`config.mk`:
```
export PLATFORM = sky130hd
export DESIGN_NAME = fetch_decode_seq
export DESIGN_NICKNAME = d
export VERILOG_FILES = /design/src/rtl/fetch_decode_seq.sv
export SDC_FILE = /design/constraint.sdc
export NUM_CORES = 1
export LEC_CHECK = 0
export ABC_AREA = 1
export BUFFER_PORTS_ARGS = -buffer_cell sky130_fd_sc_hd__buf_2
export CAP_MARGIN = 30
export CORE_ASPECT_RATIO = 1.2
export CORE_MARGIN = 5
export CORE_UTILIZATION = 40
export CTS_CLUSTER_DIAMETER = 80
export DETAILED_ROUTE_END_ITERATION = 7
export PLACE_DENSITY = 0.63
export SETUP_SLACK_MARGIN = 0.02
export SLEW_MARGIN = 15
export SYNTH_ARGS = -nofsm -noshare
export SYNTH_HDL_FRONTEND = slang
export SYNTH_SLANG_ARGS = --single-unit
```
`constraint.sdc`:
```
create_clock -name clk -period 2.2 [get_ports clk]
set_clock_uncertainty 0.2 [all_clocks]
set_input_delay 0.66 -clock clk [delete_from_list [all_inputs] [get_ports clk]]
set_output_delay 0.66 -clock clk [all_outputs]
set_load 0.005 [all_outputs]
```
`src/rtl/fetch_decode_seq.sv`:
```
// fetch_decode_seq: multi-cycle FETCH-DECODE-EXEC-WB instruction sequencer.
// Holds the PC, fetches 32-bit words over a req/ack handshake, and decodes
// them into register-file, ALU and data-memory controls. An instruction
// whose low 25 bits are all zero halts the core until reset.
// Optional macro FETCH_DECODE_INSTRET_EN adds a 32-bit retired-instruction
// counter output (instret).
module fetch_decode_seq #(
    parameter int PC_W = 32,
    parameter logic [PC_W-1:0] RESET_PC = '0
) (
    input  logic            clk,
    input  logic            rst_n,
    output logic            imem_req,
    output logic [PC_W-1:0] imem_addr,
    input  logic            imem_ack,
    input  logic [31:0]     imem_data,
    output logic [4:0]      rf_src1,
    output logic [4:0]      rf_src2,
    output logic [4:0]      rf_dst,
    output logic            rf_w,
    output logic            alu_op,
    output logic [31:0]     imm_v,
    output logic            mem_w,
    output logic            ld_sel,
    output logic [PC_W-1:0] pc,
    output logic            halted
`ifdef FETCH_DECODE_INSTRET_EN
    ,
    output logic [31:0]     instret
`endif
);

    typedef enum logic [2:0] {
        FETCH  = 3'd0,
        DECODE = 3'd1,
        EXEC   = 3'd2,
        WB     = 3'd3,
        HALT   = 3'd4
    } state_t;

    localparam logic [PC_W-1:0] PC_ONE = PC_W'(1);

    state_t          state;
    state_t          state_next;
    logic [24:0]     ir;           // bits [31:25] of the word carry no meaning
    logic            fetch_take;
    logic [PC_W-1:0] br_off;
    logic            unused_hi;

    // Field view of the instruction register.
    logic br;
    logic mw;
    logic rw;
    logic signed [4:0] imm5;

    assign br   = ir[24];
    assign mw   = ir[23];
    assign rw   = ir[22];
    assign imm5 = ir[19:15];

    assign unused_hi = &{1'b0, imem_data[31:25]};

    // A word is only taken while a request is actually outstanding.
    assign fetch_take = (state == FETCH) && imem_req && imem_ack;

    assign br_off    = {{(PC_W-5){imm5[4]}}, imm5};
    assign imem_addr = pc;
    assign halted    = (state == HALT);
    assign rf_src1   = ir[9:5];
    assign rf_src2   = ir[4:0];
    assign rf_dst    = ir[14:10];
    assign alu_op    = ir[21];
    assign ld_sel    = ir[20];
    assign imm_v     = {{27{imm5[4]}}, imm5};

    // Next-state logic for the instruction loop.
    always_comb begin
        state_next = state;
        case (state)
            FETCH:   if (fetch_take) state_next = DECODE;
            DECODE:  state_next = (ir == 25'd0) ? HALT : EXEC;
            EXEC:    state_next = WB;
            WB:      state_next = FETCH;
            HALT:    state_next = HALT;
            default: state_next = FETCH;
        endcase
    end

    // State, instruction register, registered strobes and PC update.
    // Strobes are registered so they are glitch-free for the whole cycle
    // and clear asynchronously the moment reset asserts.
    always_ff @(posedge clk or negedge rst_n) begin
        if (!rst_n) begin
            state    <= FETCH;
            ir       <= '0;
            imem_req <= 1'b0;
            rf_w     <= 1'b0;
            mem_w    <= 1'b0;
            pc       <= RESET_PC;
        end else begin
            state    <= state_next;
            imem_req <= (state_next == FETCH);
            rf_w     <= (state_next == WB) && rw;
            mem_w    <= (state_next == WB) && mw;
            if (fetch_take) begin
                ir <= imem_data[24:0];
            end
            if (state == WB) begin
                pc <= br ? (pc + br_off) : (pc + PC_ONE);
            end
        end
    end

`ifdef FETCH_DECODE_INSTRET_EN
    // Retired-instruction counter: one count per completed writeback.
    always_ff @(posedge clk or negedge rst_n) begin
        if (!rst_n) begin
            instret <= '0;
        end else if (state == WB) begin
            instret <= instret + 32'd1;
        end
    end
`endif

endmodule

```
# Word-level counts from Yosys, hierarchy flattened
# Index checks and enable logic that the tools add are counted.
# W data, S select, Z words.
# totals
reg_bits,63
in_bits,35
output_inout_bits,117
elab_cells,24
# classes
addsub,2
n_eq_ne,5
n_mux,4
n_reduce_logical,7
# ops
operator,count
$add A32 B1 Y32 const B,1
$add A32 B32 Y32,1
$mux W32,1
$logic_not A25 Y1,1
$pmux W3 S4,1
$eq A3 B2 Y1 const B,3
$logic_not A3 Y1,2
$mux W3,2
$logic_and A1 B1 Y1,4
$eq A3 B1 Y1 const B,1
$eq A3 B3 Y1 const B,1

# Depth between registers and ports, before layout
# logic_depth
depth_word,7
depth_mapped,16
mapped_depth_nobuf,15

# Least setup slack after synthesis
# Ideal clock, no wire load.
# synth_timing
path_kind,register -> register
start,reg ir[24]
end,"reg pc[14], in the netlist imem_addr[14]"
arrival_time_ps,2139
path_slack_ps,-266
path_stages_with_launch,15
synth_period_minus_slack_ps,2466
path_cell_list,dfrtp_1 buf_6 buf_6 nand2_1 ha_1 fa_1 nand2_1 o21ai_0 nand3_1 nand2_1 nand2_1 nand3_2 or2_1 nand3_1 o21ai_1
# synth_via
elab_chain_cells,1
# synth_rtl
element,line_no,text
start: declaration,45,logic [24:0] ir;
start signal: assignment,106,ir <= imem_data[24:0];
$mux W32,109,pc <= br ? (pc + br_off) : (pc + PC_ONE);
end signal: assignment,109,
end: declaration,25,"output logic [PC_W-1:0] pc,"
# No other way between the ends.
# A chain may end at the register's enable or synchronous reset.

# Worst setup path in the final report
# Same ends and word-level chain as after synthesis.

==> flow_metrics.tcl <==
set metrics [dict create \
    htreeDepth 3 \
    ff2ff_setup_slack_ns -0.07 \
    synth_seq_area_share 0.290 \
    drv_slew 0 \
    wl_um 15900 \
    vias 5352 \
    synthFlopType "dfrtp_1" \
    wl_per_cell_um 14.5 \
    cts_root_buf "clkbuf_16" \
    die_h_um 138 \
    io_buffer_count 144 \
    cts_num_sinks 63 \
    tightest_slew_ns 0.436 \
    critical_path_required_ns 2.21 \
    cp_data_arrival_time_ns 2.28 \
    track_usage 0.201 \
    syn_nets 833 \
    fin_hold_ws_ns 0.111 \
    start_kind "register" \
    ios 152 \
    viasPerCell 4.89 \
    placed_cells 1068 \
    fp.coreArea_um2 13300 \
    grt_first_pass_wirelength_um 25400 \
    cts_tree "built" \
    syn_to_final_growth_pct 30.9 \
    drtIter0Drc 266 \
    cts_buffers 9 \
    final_cells 1094 \
    avgSynthCellArea_um2 6.86 \
    end_kind "register" \
    n_antenna_cell 0 \
    ctsHoldBuffers 0 \
    postSynthCellCount 793 \
    synthArstFlopShare 1.00 \
    setup_ws_ns -0.0664 \
    grt_overflow 0 \
    critPathMaxFanout 4 \
    die-area_um2 16000 \
    fmax_ghz 0.441 \
    cts_buffer_depth 2 \
    ys_types 40 \
    row_count 46 \
    path_clk_slew_ns 0.07 \
    crit_path_start "ir[24]" \
    firstDrtPassIters 5 \
    nNetsFinal 961 \
    failed_checks "negative setup slack" \
    ys_ff_latch 63 \
    slew_headroom 0.706 \
    dp_hpwl_um 11700 \
    report.power.total_w 0.0117 \
    fin_util 0.535 \
    peakVddDrop_v 0.000688 \
    start_util 0.409 \
    finalSetupViolCount 13 \
    grt_antenna_before_repair 0 \
    min_period_ns 2.27 \
    synth_edf_count 0 \
    status "complete, but fails checks" \
    worst-setup-path-type "reg -> reg" \
    clock_latency_ns 0.34 \
    finalHoldViolations 0 \
    hold_path.class "in -> async" \
    fin_crit_sh 1.03 \
    grt_max_degree 64 \
    syn_area_um2 5440 \
    gp_congestion 0.990 \
    power.density_nw_per_um2 1650 \
    grt_pass1_vias 5158 \
    max_cap_violations 0 \
    reg2reg_depth 13 \
    drc 0 \
    die_w_um 116 \
    place_ws_ns -0.161 \
    grt_setup_unrepaired "yes" \
    ant_nets 0 \
    drive_gt1_frac 0.450 \
    p_leak_nw 3.88 \
    r2r_start "ir[24]" \
    synth.yosys.warnings 0 \
]
power breakdown:
part / leakage (nW) / total, W / internal [W] / switching [W]
registers: 0.775 / 0.00225 / 0.00171 / 0.000543
clock network: 0.173 / 0.00173 / 0.00115 / 0.000586
logic: 2.93 / 0.00775 / 0.00326 / 0.00449
total: 3.88 / 0.0117 / 0.00612 / 0.00562
logic make-up (layout without fill, tap and decap cells):
group,Yosys count,count (layout),share of synthesized area
simple gates,428,428,0.359
xor+xnor,7,7,0.0147
flops,63,63,0.290
mux,22,22,0.0455
buf+inv,209,342,0.211
compound gates,59,59,0.0672
fa+ha+maj,5,5,0.0129
worst max-delay path, cell delays in order, from the launching register on:
cell	delay (ns)
dfrtp_1	0.37
buf_6	0.13
nand2_4	0.05
ha_4	0.16
fa_2	0.35
nand2_2	0.08
o21ai_2	0.07
nand3_2	0.13
nand2_4	0.09
nand2_4	0.08
nand3_4	0.09
or2_1	0.22
nand3_1	0.06
o21ai_1	0.06
area by class of cell:
cell class / instances / area, um^2
tap: 168 / 210
inverter: 111 / 422
timing repair buffer: 215 / 1330
clock inverter: 6 / 116
fill: 1304 / 6180
clock buffer: 10 / 239
multi-input combinational: 521 / 3230
sequential: 63 / 1580
cells in the mapped netlist (7+ instances only):
| cell type | n | area, um^2 |
|---|---|---|
| a41oi_1 | 9 | 78.8 |
| o21ai_0 | 20 | 100 |
| nand3_2 | 14 | 140 |
| nand3_1 | 73 | 365 |
| nand2_2 | 19 | 119 |
| dfrtp_1 | 63 | 1580 |
| a21oi_1 | 15 | 75.1 |
| nand2_1 | 242 | 908 |
| mux2_2 | 22 | 248 |
| inv_1 | 105 | 394 |
| nor2_2 | 12 | 75.1 |
| nor2_1 | 41 | 154 |
| buf_2 | 7 | 35.0 |
| buf_4 | 79 | 593 |
| nand4_1 | 8 | 50.1 |
stage by stage:
step / TNS [ns] / cell area (um^2)
after floorplan: -0.400 / 5480
after global routing: -2.83 / 7120
after detailed placement: -1.40 / 6190
after global placement: -1.16 / 6190
final: -0.320 / 7120
after CTS: -0.151 / 6720
worst paths after layout:
path                            endpoint
setup reg to reg           imem_addr[14]
hold / removal             imem_addr[20]
hold reg to reg                    ir[4]
min in group clk                   ir[4]
setup / recovery           imem_addr[14]
max in group asynchronous         ir[19]
flip-flops by register name, indices dropped and copies added, names as in the netlist:
signal	flops
imem_req	1
state	3
ir	25
mem_w	1
rf_w	1
imem_addr	32
placed cells by master (no fill, tap or decap), drive strengths merged, types with 2 or more instances in the layout:
| cell | Yosys | final |
|---|---|---|
| nand2 | 263 | 263 |
| buf | 94 | 215 |
| inv | 111 | 112 |
| nand3 | 87 | 87 |
| dfrtp | 63 | 63 |
| nor2 | 53 | 53 |
| o21ai | 28 | 28 |
| mux2 | 22 | 22 |
| a21oi | 17 | 17 |
| clkbuf | 4 | 10 |
| a41oi | 9 | 9 |
| nand4 | 8 | 8 |
| nor4 | 6 | 6 |
| xor2 | 6 | 6 |
| nor3 | 6 | 6 |
| ha | 4 | 4 |
| bufinv | 0 | 3 |
| and2 | 3 | 3 |
| a41o | 2 | 2 |
| clkinv | 0 | 2 |
layer usage:
layer | vias to the layer above | share of wire | track usage
li1 | 2700 | - | -
met5 | - | 0 | 0
met2 | 155 | 0.49 | 0.337
met3 | 27 | 0.064 | 0.0444
met4 | 0 | 0.021 | 0.0651
met1 | 2470 | 0.43 | 0.255
timing repair:
| item | in CTS | in global routing |
|---|---|---|
| cloned | 0 | 0 |
| gates resized for setup | 43 | 95 |
| pin swaps | 15 | 25 |
| buffers inserted | 2 | 8 |
| setup endpoints to repair | 23 | 26 |
(Power assumes the default switching activity.)
